[src/rtl/alu_arbiter.sv]
// alu_arbiter: shares one external 32-bit ALU between two valid/ready requesters, one op in flight.
// Build option: define ALU_ARB_FIXED_PRIO_EN for fixed priority (req0 wins); default is round-robin.
module alu_arbiter #(
  parameter int WIDTH = 32,
  parameter int OPW   = 3
) (
  input  logic               clk,
  input  logic               reset,
  input  logic [1:0]         req_valid,
  output logic [1:0]         req_ready,
  input  logic [2*WIDTH-1:0] req_a,
  input  logic [2*WIDTH-1:0] req_b,
  input  logic [2*OPW-1:0]   req_op,
  output logic               resp_valid,
  input  logic               resp_ready,
  output logic               resp_id,
  output logic [WIDTH-1:0]   resp_c,
  output logic               resp_err,
  output logic [WIDTH-1:0]   alu_a,
  output logic [WIDTH-1:0]   alu_b,
  output logic [OPW-1:0]     alu_op,
  input  logic [WIDTH-1:0]   alu_c
);

  typedef enum logic [1:0] {
    ST_IDLE = 2'b00,
    ST_EXEC = 2'b01,
    ST_RESP = 2'b10
  } state_t;

  state_t             state_r;
  state_t             state_s;
  logic               grant_s;
  logic               grant_id_s;
  logic [WIDTH-1:0]   sel_a_s;
  logic [WIDTH-1:0]   sel_b_s;
  logic [OPW-1:0]     sel_op_s;
  logic               id_r;
  logic [WIDTH-1:0]   alu_a_r;
  logic [WIDTH-1:0]   alu_b_r;
  logic [OPW-1:0]     alu_op_r;
  logic               resp_valid_r;
  logic               resp_id_r;
  logic [WIDTH-1:0]   resp_c_r;
  logic               resp_err_r;
`ifndef ALU_ARB_FIXED_PRIO_EN
  logic               last_grant_r;
`endif

  // Encodings 110/111 have no ALU function; their result is forced to zero and flagged.
  function automatic logic op_invalid(input logic [OPW-1:0] op);
    return (op[OPW-1:OPW-2] == 2'b11);
  endfunction

  // Arbitration: only in IDLE and never while reset is asserted.
  always_comb begin
    grant_s    = 1'b0;
    grant_id_s = 1'b0;
    if ((state_r == ST_IDLE) && !reset) begin
      case (req_valid)
        2'b01: begin
          grant_s    = 1'b1;
          grant_id_s = 1'b0;
        end
        2'b10: begin
          grant_s    = 1'b1;
          grant_id_s = 1'b1;
        end
        2'b11: begin
          grant_s    = 1'b1;
`ifdef ALU_ARB_FIXED_PRIO_EN
          grant_id_s = 1'b0;
`else
          grant_id_s = ~last_grant_r;
`endif
        end
        default: begin
          grant_s    = 1'b0;
          grant_id_s = 1'b0;
        end
      endcase
    end else begin
      grant_s    = 1'b0;
      grant_id_s = 1'b0;
    end
  end

  // Accept strobe and operand mux for the granted requester.
  always_comb begin
    req_ready = 2'b00;
    sel_a_s   = req_a[WIDTH-1:0];
    sel_b_s   = req_b[WIDTH-1:0];
    sel_op_s  = req_op[OPW-1:0];
    if (grant_id_s) begin
      sel_a_s  = req_a[2*WIDTH-1:WIDTH];
      sel_b_s  = req_b[2*WIDTH-1:WIDTH];
      sel_op_s = req_op[2*OPW-1:OPW];
    end else begin
      sel_a_s  = req_a[WIDTH-1:0];
      sel_b_s  = req_b[WIDTH-1:0];
      sel_op_s = req_op[OPW-1:0];
    end
    if (grant_s) begin
      req_ready = grant_id_s ? 2'b10 : 2'b01;
    end else begin
      req_ready = 2'b00;
    end
  end

  // Next-state logic: IDLE -> EXEC -> RESP -> IDLE.
  always_comb begin
    state_s = state_r;
    case (state_r)
      ST_IDLE: begin
        if (grant_s) begin
          state_s = ST_EXEC;
        end else begin
          state_s = ST_IDLE;
        end
      end
      ST_EXEC: begin
        state_s = ST_RESP;
      end
      ST_RESP: begin
        if (resp_ready) begin
          state_s = ST_IDLE;
        end else begin
          state_s = ST_RESP;
        end
      end
      default: begin
        state_s = ST_IDLE;
      end
    endcase
  end

  // State register and response valid flag.
  always_ff @(posedge clk) begin
    if (reset) begin
      state_r      <= ST_IDLE;
      resp_valid_r <= 1'b0;
    end else begin
      state_r      <= state_s;
      resp_valid_r <= (state_s == ST_RESP);
    end
  end

  // Operand registers double as the ALU drive, so the ALU inputs hold outside EXEC.
  always_ff @(posedge clk) begin
    if (reset) begin
      alu_a_r  <= {WIDTH{1'b0}};
      alu_b_r  <= {WIDTH{1'b0}};
      alu_op_r <= {OPW{1'b0}};
      id_r     <= 1'b0;
    end else if (grant_s) begin
      alu_a_r  <= sel_a_s;
      alu_b_r  <= sel_b_s;
      alu_op_r <= sel_op_s;
      id_r     <= grant_id_s;
    end
  end

`ifndef ALU_ARB_FIXED_PRIO_EN
  // Round-robin history; reset value 1 lets req0 win the first contention.
  always_ff @(posedge clk) begin
    if (reset) begin
      last_grant_r <= 1'b1;
    end else if (grant_s) begin
      last_grant_r <= grant_id_s;
    end
  end
`endif

  // Result capture: the ALU output is only meaningful during EXEC.
  always_ff @(posedge clk) begin
    if (reset) begin
      resp_id_r  <= 1'b0;
      resp_c_r   <= {WIDTH{1'b0}};
      resp_err_r <= 1'b0;
    end else if (state_r == ST_EXEC) begin
      resp_id_r  <= id_r;
      resp_c_r   <= op_invalid(alu_op_r) ? {WIDTH{1'b0}} : alu_c;
      resp_err_r <= op_invalid(alu_op_r);
    end
  end

  assign resp_valid = resp_valid_r;
  assign resp_id    = resp_id_r;
  assign resp_c     = resp_c_r;
  assign resp_err   = resp_err_r;
  assign alu_a      = alu_a_r;
  assign alu_b      = alu_b_r;
  assign alu_op     = alu_op_r;

endmodule
[config.mk]
export PLATFORM = sky130hd
export DESIGN_NAME = alu_arbiter
export DESIGN_NICKNAME = d
export VERILOG_FILES = /design/src/rtl/alu_arbiter.sv
export SDC_FILE = /design/constraint.sdc
export NUM_CORES = 1
export LEC_CHECK = 0
export ABC_AREA = 0
export CORE_ASPECT_RATIO = 0.7
export CORE_MARGIN = 1
export CORE_UTILIZATION = 39
export CTS_BUF_LIST = sky130_fd_sc_hd__clkbuf_8 sky130_fd_sc_hd__clkbuf_16
export DETAILED_ROUTE_END_ITERATION = 6
export MAX_ROUTING_LAYER = met4
export PLACE_DENSITY_LB_ADDON = 0.3
export SLEW_MARGIN = 10
export SYNTH_ARGS = -nofsm -noshare
export SYNTH_HDL_FRONTEND = slang
export SYNTH_SLANG_ARGS = --single-unit
[constraint.sdc]
create_clock -name clk -period 1.75 [get_ports clk]
set_clock_uncertainty 0.05 [all_clocks]
set_input_delay 0.4375 -clock clk [delete_from_list [all_inputs] [get_ports clk]]
set_output_delay 0.4375 -clock clk [all_outputs]
set_load 0.005 [all_outputs]
==> results of run 1 <==
==> cells by family after synthesis <==
family | count (synthesis) | synth area share [%]
compound gates | 178 | 33.6
buf+inv | 120 | 10.3
flops | 106 | 43.9
simple gates | 141 | 12.2
==> Yosys cell counts (all sizes together) <==
cell type	count
a211o	1
a21bo	1
a21boi	1
a21oi	104
buf	28
clkbuf	22
dfxtp	106
inv	70
nand2	36
nand2b	1
nand3	32
nor2	69
nor2b	1
nor3	1
o21ai	2
o31ai	1
o32ai	67
o41ai	1
or3b	1
==> cell usage in the layout, fill, tap and decap left out, types with 2 or more instances in the layout <==
cell             count
dlymetal6s2s_1      10
clkinv_4             2
clkbuf_16            9
nor2_1              68
nand3_1             32
a21oi_1            104
inv_2                2
o32ai_2             60
nand2_1             35
clkbuf_2             2
buf_4               15
dfxtp_2              5
inv_6                2
dfxtp_1            101
buf_12               7
inv_1               68
clkdlybuf4s50_1    259
buf_6                3
o32ai_1              7
inv_8                3
==> power breakdown <==
| group | switching (W) | internal, W |
|---|---|---|
| registers | 0.000126 | 0.00263 |
| logic | 0.000783 | 0.00107 |
| clock network | 0.00100 | 0.00101 |
==> tightest hold or removal path: cells and delay by family (launching register included) <==
| kind | cells | cell delay (ns) |
|---|---|---|
| AOI/OAI and AO/OA | 1 | 0.05 |
| DFF | 1 | 0.31 |
| and+or+nand+nor | 1 | 0.05 |
==> layer usage <==
metal  part of all wire, %  up-vias  routed length, um  global-route usage, %
met3                   7.8       30               1270                   5.48
li1                      -     2405                  -                      -
met1                    41     2365               6760                   29.6
met2                    49      246               7990                   43.5
met4                   1.8        0                291                   7.12
met5                     0        -                  0                      -
==> per-stage QoR <==
stage | hold slack [ns] | setup TNS, ns
after floorplan | 0.382 | 0
after CTS | 0.404 | -0.199
after detailed placement | 0.394 | -47.48
final | 0.400 | -0.119
after global placement | 0.389 | -43.25
after global routing | 0.423 | -1.37
==> worst paths after layout <==
| check | endpoint | depth (start not counted) | startpoint |
|---|---|---|---|
| setup / recovery | req_ready[1] | 5 | state_r[0] |
| hold / removal | resp_id | 2 | id_r |
| setup reg to reg | alu_a[6] | 5 | state_r[0] |
| hold reg to reg | resp_id | 2 | id_r |
==> cell type report <==
class	instances	area [sq um]
Timing Repair Buffer	300	3060
Fill cell	905	3700
Clock inverter	7	68.8
Multi-Input combinational cell	319	2260
Clock buffer	9	225
Sequential cell	106	2130
Tap cell	157	196
Inverter	70	263
==> state kept, by name (all words and copies together) (netlist names) <==
| name | flops |
|---|---|
| last_grant_r | 1 |
| state_r | 2 |
| resp_valid | 1 |
| resp_err | 1 |
| alu_op | 3 |
| alu_a | 32 |
| resp_c | 32 |
| alu_b | 32 |
| resp_id | 1 |
| id_r | 1 |
==> what timing repair did <==
item,in CTS,in global routing
buffers inserted,3,1
cloned,0,0
pin swaps,3,2
endpoints found under the hold margin,0,0
endpoints found under the setup margin,70,45
hold buffers,0,0
gates resized for setup,23,19
==> metrics.md, run 1 <==
| Metric | Value |
|---|---|
| Status | `finished, violations left` |
| Failing checks | `setup timing` |
| Yosys warns | `0` |
| Antenna fix cells | `0` |
| Vias per Instance | `5.21` |
| Fin nets | `977` |
| Yosys reg bits | `106` |
| CP delay by family, top | `flip-flops` |
| Clk sinks | `106` |
| CTS clk-pin slew, worst paths | `0.07 ns` |
| Synthesis-to-finish area growth | `69.5%` |
| Yosys top cell by area | `dfxtp_1` |
| Mean Syn Cell Area | `8.87 sq um` |
| Pins over their slew limit | `0` |
| # IOs | `275` |
| Initial DRC count | `263` |
| Antenna violations before repair | `0` |
| Syn nets | `716` |
| Largest net degree at the start of global routing | `51` |
| Placed cells | `949` |
| Placed Area | `7830 sq um` |
| Maxcap violations | `0` |
| Vias | `just over 5,000` |
| DRT Wirelength | `16,300 um` |
| Overflow after GRT | `0` |
| CP Max Fanout | `3` |
| Pre-CTS setup slack | `-0.871 ns` |
| Post-route antenna net violation count | `0` |
| Total power | `0.00663 W` |
| Initial cell density of the core | `40.7%` |
| Maximum vdd drop | `0.600 mV` |
| Slowest cell delay on critical path | `0.34 ns` |
| Worst Tran Pin Value | `0.512 ns` |
| Post-Layout Cell Count | `968` |
| Htree depth | `3` |
| CP required | `1.26 ns` |
| Final hold vios | `0` |
| Register area share after synthesis | `43.9%` |
| Final Util | `68.9%` |
| Tot GR Track Use | `25.2%` |
| Worst skew pair latency | `0.34 ns` |
| CP arrival | `1.32 ns` |
| Fin crit share | `103%` |
| Port bufs | `274` |
| Die X | `135 um` |
| P_leak | `3.15 nW` |
| Reg2reg setup slack | `-0.01 ns` |
| PwrDens | `809 nW/um^2` |
| Post-route setup slack | `-0.0591 ns` |
| DR DRC count | `0` |
| Layout cell share with drive strength beyond 1 | `roughly 15%` |
| Synth unique cells | `23` |
| Most frequent CP cell | `buf_6` |
| HP Class | `reg2reg` |
| CTS root buf | `clkbuf_16` |
| FP Rows | `33` |
| Vias in the first global route | `a little under 5,000` |
| Number of buffers and inverters on the critical path | `3` |
| Per-cell routed wire length | `16.9 um` |
| Unrepaired setup endpoints after global routing | `true` |
| Crit-path cells | `nor3_4 > buf_6 > nand2_4 > inv_2 > buf_6` |
| Core area | `approximately 12,000 sq um` |
| DR pass1 iterations | `5` |
| Cells after Synth | `around 550` |
| Die area | `12,900 sq um` |
| Num CTS Buffers | `9` |
| Worst setup SP type | `flop` |
| WS Path Type | `reg2out` |
| Relative slew margins | `65.8%` |
| Post-DP HPWL | `11,700 um` |
| Finish-stage setup viols | `4` |
| Die H | `95.2 um` |
| RePlAce Congestion | `roughly 0.87` |
| Share of the synthesized area in the top cell type | `a little over two fifths` |
| CTS tree | `yes` |
| Worst setup EP type | `output pin` |
| Final Instance Area | `8190 sq um` |
| Min Clock Period, post-route | `1.81 ns` |
| First-pass GRT wire length | `between 20,000 and 25,000 um` |
| CTS max path bufs | `2` |
| Max Fclk | `553 MHz` |
| Synth top area cells | `dfxtp_1 (44%), o32ai_2 (20%), a21oi_1 (11%), inv_1 (5.4%), nor2_1 (5.4%)` |
| Slowest stage cell on the critical path | `dfxtp_2` |
| Mapped Area | `4830 sq um` |
Power figures use the tool's default switching activity.
==> run 2, diff against run 1 <==
==> constraint.sdc (replaced) <==
create_clock -name clk -period 1.9 [get_ports clk]
set_clock_uncertainty 0.05 [all_clocks]
set_input_delay 0.475 -clock clk [delete_from_list [all_inputs] [get_ports clk]]
set_output_delay 0.475 -clock clk [all_outputs]
set_load 0.005 [all_outputs]
==> run 2 against run 1 <==
The run now ends clean. Global-route usage hardly changed. Routed wire length hardly changed. Clock-buffer cell count stayed put. Via count is 0.16% lower. Worst setup slack better by 0.12 ns. Sequential cell count stayed put. Clock power is 3% lower. Hold slack better by 0.0016 ns. Die area stayed put. Utilization is 0.13 points lower. Sequential power is 8.0% lower. Non-clock buffer count is 4 higher. Largest power group unchanged.
==> metrics.md, run 2 (synthesized netlist as in run 1, its figures left out) <==
| Metric | Value |
|---|---|
| CP arrival | `2.01 ns (was 1.32 ns)` |
| Unrepaired setup endpoints after global routing | `false (was true)` |
| CTS tree | `yes (unchanged)` |
| Worst skew pair latency | `0.34 ns (about the same)` |
| DRT Wirelength | `16,300 um (about the same)` |
| Worst setup EP type | `flop (was output pin)` |
| Vias | `5,038 (was 5,046)` |
| Fin crit share | `96.9%` |
| Post-Layout Cell Count | `972 (was 968)` |
| RePlAce Congestion | `0.860 (was 0.870)` |
| P_leak | `2.99 nW (was 3.15 nW)` |
| HP Class | `reg2reg (unchanged)` |
| Antenna fix cells | `0 (unchanged)` |
| Slowest stage cell on the critical path | `buf_4 (was dfxtp_2)` |
| Fin nets | `981 (was 977)` |
| Reg2reg setup slack | `0.13 ns (was -0.01 ns)` |
| Maxcap violations | `0 (unchanged)` |
| Status | `complete, no violations (was finished, violations left)` |
| Pins over their slew limit | `0 (unchanged)` |
| FF-to-FF path depth | `6 (was 5)` |
| Initial cell density of the core | `40.7% (unchanged)` |
| DR pass1 iterations | `4 (was 5)` |
| Slowest cell delay on critical path | `0.45 ns (was 0.34 ns)` |
| Post-DP HPWL | `11,800 um (was 11,700 um)` |
| Port bufs | `274 (unchanged)` |
| Capture point of the worst reg-to-reg path | `alu_b[7] (was alu_a[6])` |
| Die H | `95.2 um (unchanged)` |
| Core area | `11,900 sq um (unchanged)` |
| Worst setup SP type | `input port (was flop)` |
| Start point of the worst min-delay path | `resp_c[13] (was id_r)` |
| Commonest non-fill, non-tap cell in the layout | `clkdlybuf4s50_1 (unchanged)` |
| Largest net degree at the start of global routing | `40 (was 51)` |
| CTS max path bufs | `2 (unchanged)` |
| Vias in the first global route | `4,867 (was 4,931)` |
| # IOs | `275 (unchanged)` |
| Per-cell routed wire length | `16.8 um (was 16.9 um)` |
| Clk sinks | `106 (unchanged)` |
| Die area | `12,900 sq um (unchanged)` |
| Maximum vdd drop | `0.508 mV (was 0.600 mV)` |
| Post-route antenna net violation count | `0 (unchanged)` |
| Post-route setup slack | `0.0585 ns (was -0.0591 ns)` |
| FP Rows | `33 (unchanged)` |
| CP required | `2.07 ns (was 1.26 ns)` |
| Relative slew margins | `61.7% (was 65.8%)` |
| Min Clock Period, post-route | `~1.8 ns` |
| Layout cell share with drive strength beyond 1 | `14.7% (was 14.9%)` |
| Crit-path cells | `dlygate4sd2_1 > buf_4 > o21ai_4 > buf_4 > buf_4 > o32ai_2 (was nor3_4 > buf_6 > nand2_4 > inv_2 > buf_6)` |
| Tot GR Track Use | `25.1% (was 25.2%)` |
| DR DRC count | `0 (unchanged)` |
| Most frequent CP cell | `buf_4 (was buf_6)` |
| Htree depth | `3 (unchanged)` |
| Vias per Instance | `5.18 (was 5.21)` |
| WHS Path Cells | `2 (unchanged)` |
| Num CTS Buffers | `9 (unchanged)` |
| Synthesis-to-finish area growth | `69.2% (was 69.5%)` |
| First-pass GRT wire length | `24,500 um (about the same)` |
| Finish-stage setup viols | `0 (was 4)` |
| CTS root buf | `clkbuf_16 (unchanged)` |
| CP Max Fanout | `25 (was 3)` |
| Final hold vios | `0 (unchanged)` |
| Pre-CTS setup slack | `-0.675 ns (was -0.871 ns)` |
| Setup TNS | `0 ns (was -0.119 ns)` |
| WS Path Type | `in2reg (was reg2out)` |
| PwrDens | `758 nW/um^2 (was 809 nW/um^2)` |
| Placed cells | `952 (was 949)` |
| Commonest non-fill, non-tap cells in the layout | `clkdlybuf4s50_1 (269), a21oi_1 (104), dfxtp_1 (104) (was clkdlybuf4s50_1 (259), a21oi_1 (104), dfxtp_1 (101))` |
| Overflow after GRT | `0 (unchanged)` |
| Max Fclk | `543 MHz` |
| Initial DRC count | `138 (was 263)` |
| Worst Tran Pin Value | `0.575 ns (was 0.512 ns)` |
| Worst reg2reg startpoint | `state_r[0] (unchanged)` |
| CTS clk-pin slew, worst paths | `0.07 ns (about the same)` |
| Die X | `135 um (unchanged)` |
| Worst Hold End | `resp_c[13] (was resp_id)` |
| Antenna violations before repair | `0 (unchanged)` |
[run 2: changes by cell type in the layout (fill, tap and decap cells not counted), moves of 2 or more]
cell             delta
buf_6               -2
buf_4               +7
clkinvlp_4          +2
dfxtp_2             -3
dfxtp_1             +3
dlymetal6s2s_1     -10
clkdlybuf4s50_1    +10
[run 2: cell type report]
type | instances | area [sq um]
Clock buffer | 9 | 225
Fill cell | 883 | 3710
Multi-Input combinational cell | 319 | 2240
Inverter | 70 | 263
Timing Repair Buffer | 304 | 3040
Sequential cell | 106 | 2120
Clock inverter | 7 | 85.1
Tap cell | 157 | 196
[run 2: power breakdown]
group | switching (W) | internal [W] | total, W
registers | 0.000119 | 0.00242 | 0.00254
clock network | 0.000893 | 0.00105 | 0.00194
logic | 0.000717 | 0.000996 | 0.00171
[run 2: timing repair]
item                                   4_1_cts  5_1_grt
endpoints found under the hold margin        0        0
cloned                                       0        0
setup endpoints to repair                   70        2
hold buffers                                 0        0
pin swaps                                    1        2
buffers inserted                             3        1
gates resized for setup                     13        5
[run 2: how the worst max path moves through the flow]
stage / start / endpoint / slack [ns] / cells after the start
after floorplan: reset / req_ready[0] / 0.20 / 4
after global placement: reset / req_ready[0] / -0.71 / 5
after detailed placement: reset / req_ready[0] / -0.67 / 5
after CTS: state_r[1] / req_ready[1] / 0.005 / 5
after global routing: req_valid[1] / alu_b[7] / 0.004 / 6
final: req_valid[1] / alu_b[7] / 0.06 / 6
[run 2: layer usage]
metal  vias up  part of all wire, %  routed length, um  GRT usage, %
met5         -                    0                  0             -
met4         0                  2.4                384          8.80
met3        30                  7.0               1140          5.64
met2       223                   49               8060          43.2
met1      2370                   41               6730          29.1
li1       2415                    -                  -             -
[run 2: per-stage QoR]
stage               hold slack, ns  total power [W]  util (%)  cell area (sq um)
global route                 0.429          0.00647      68.8               8180
global placement             0.389          0.00424      66.0               7850
finish                       0.402          0.00620      68.8               8180
CTS                          0.406          0.00625      68.8               8180
detailed placement           0.395          0.00429      66.0               7850
floorplan                    0.382          0.00331         -               4830
[run 2: worst max-delay path: cells and delay by family]
family	cells	cell delay, ns
AO/OA/AOI/OAI	2	0.30
buffers and inverters	4	1.22
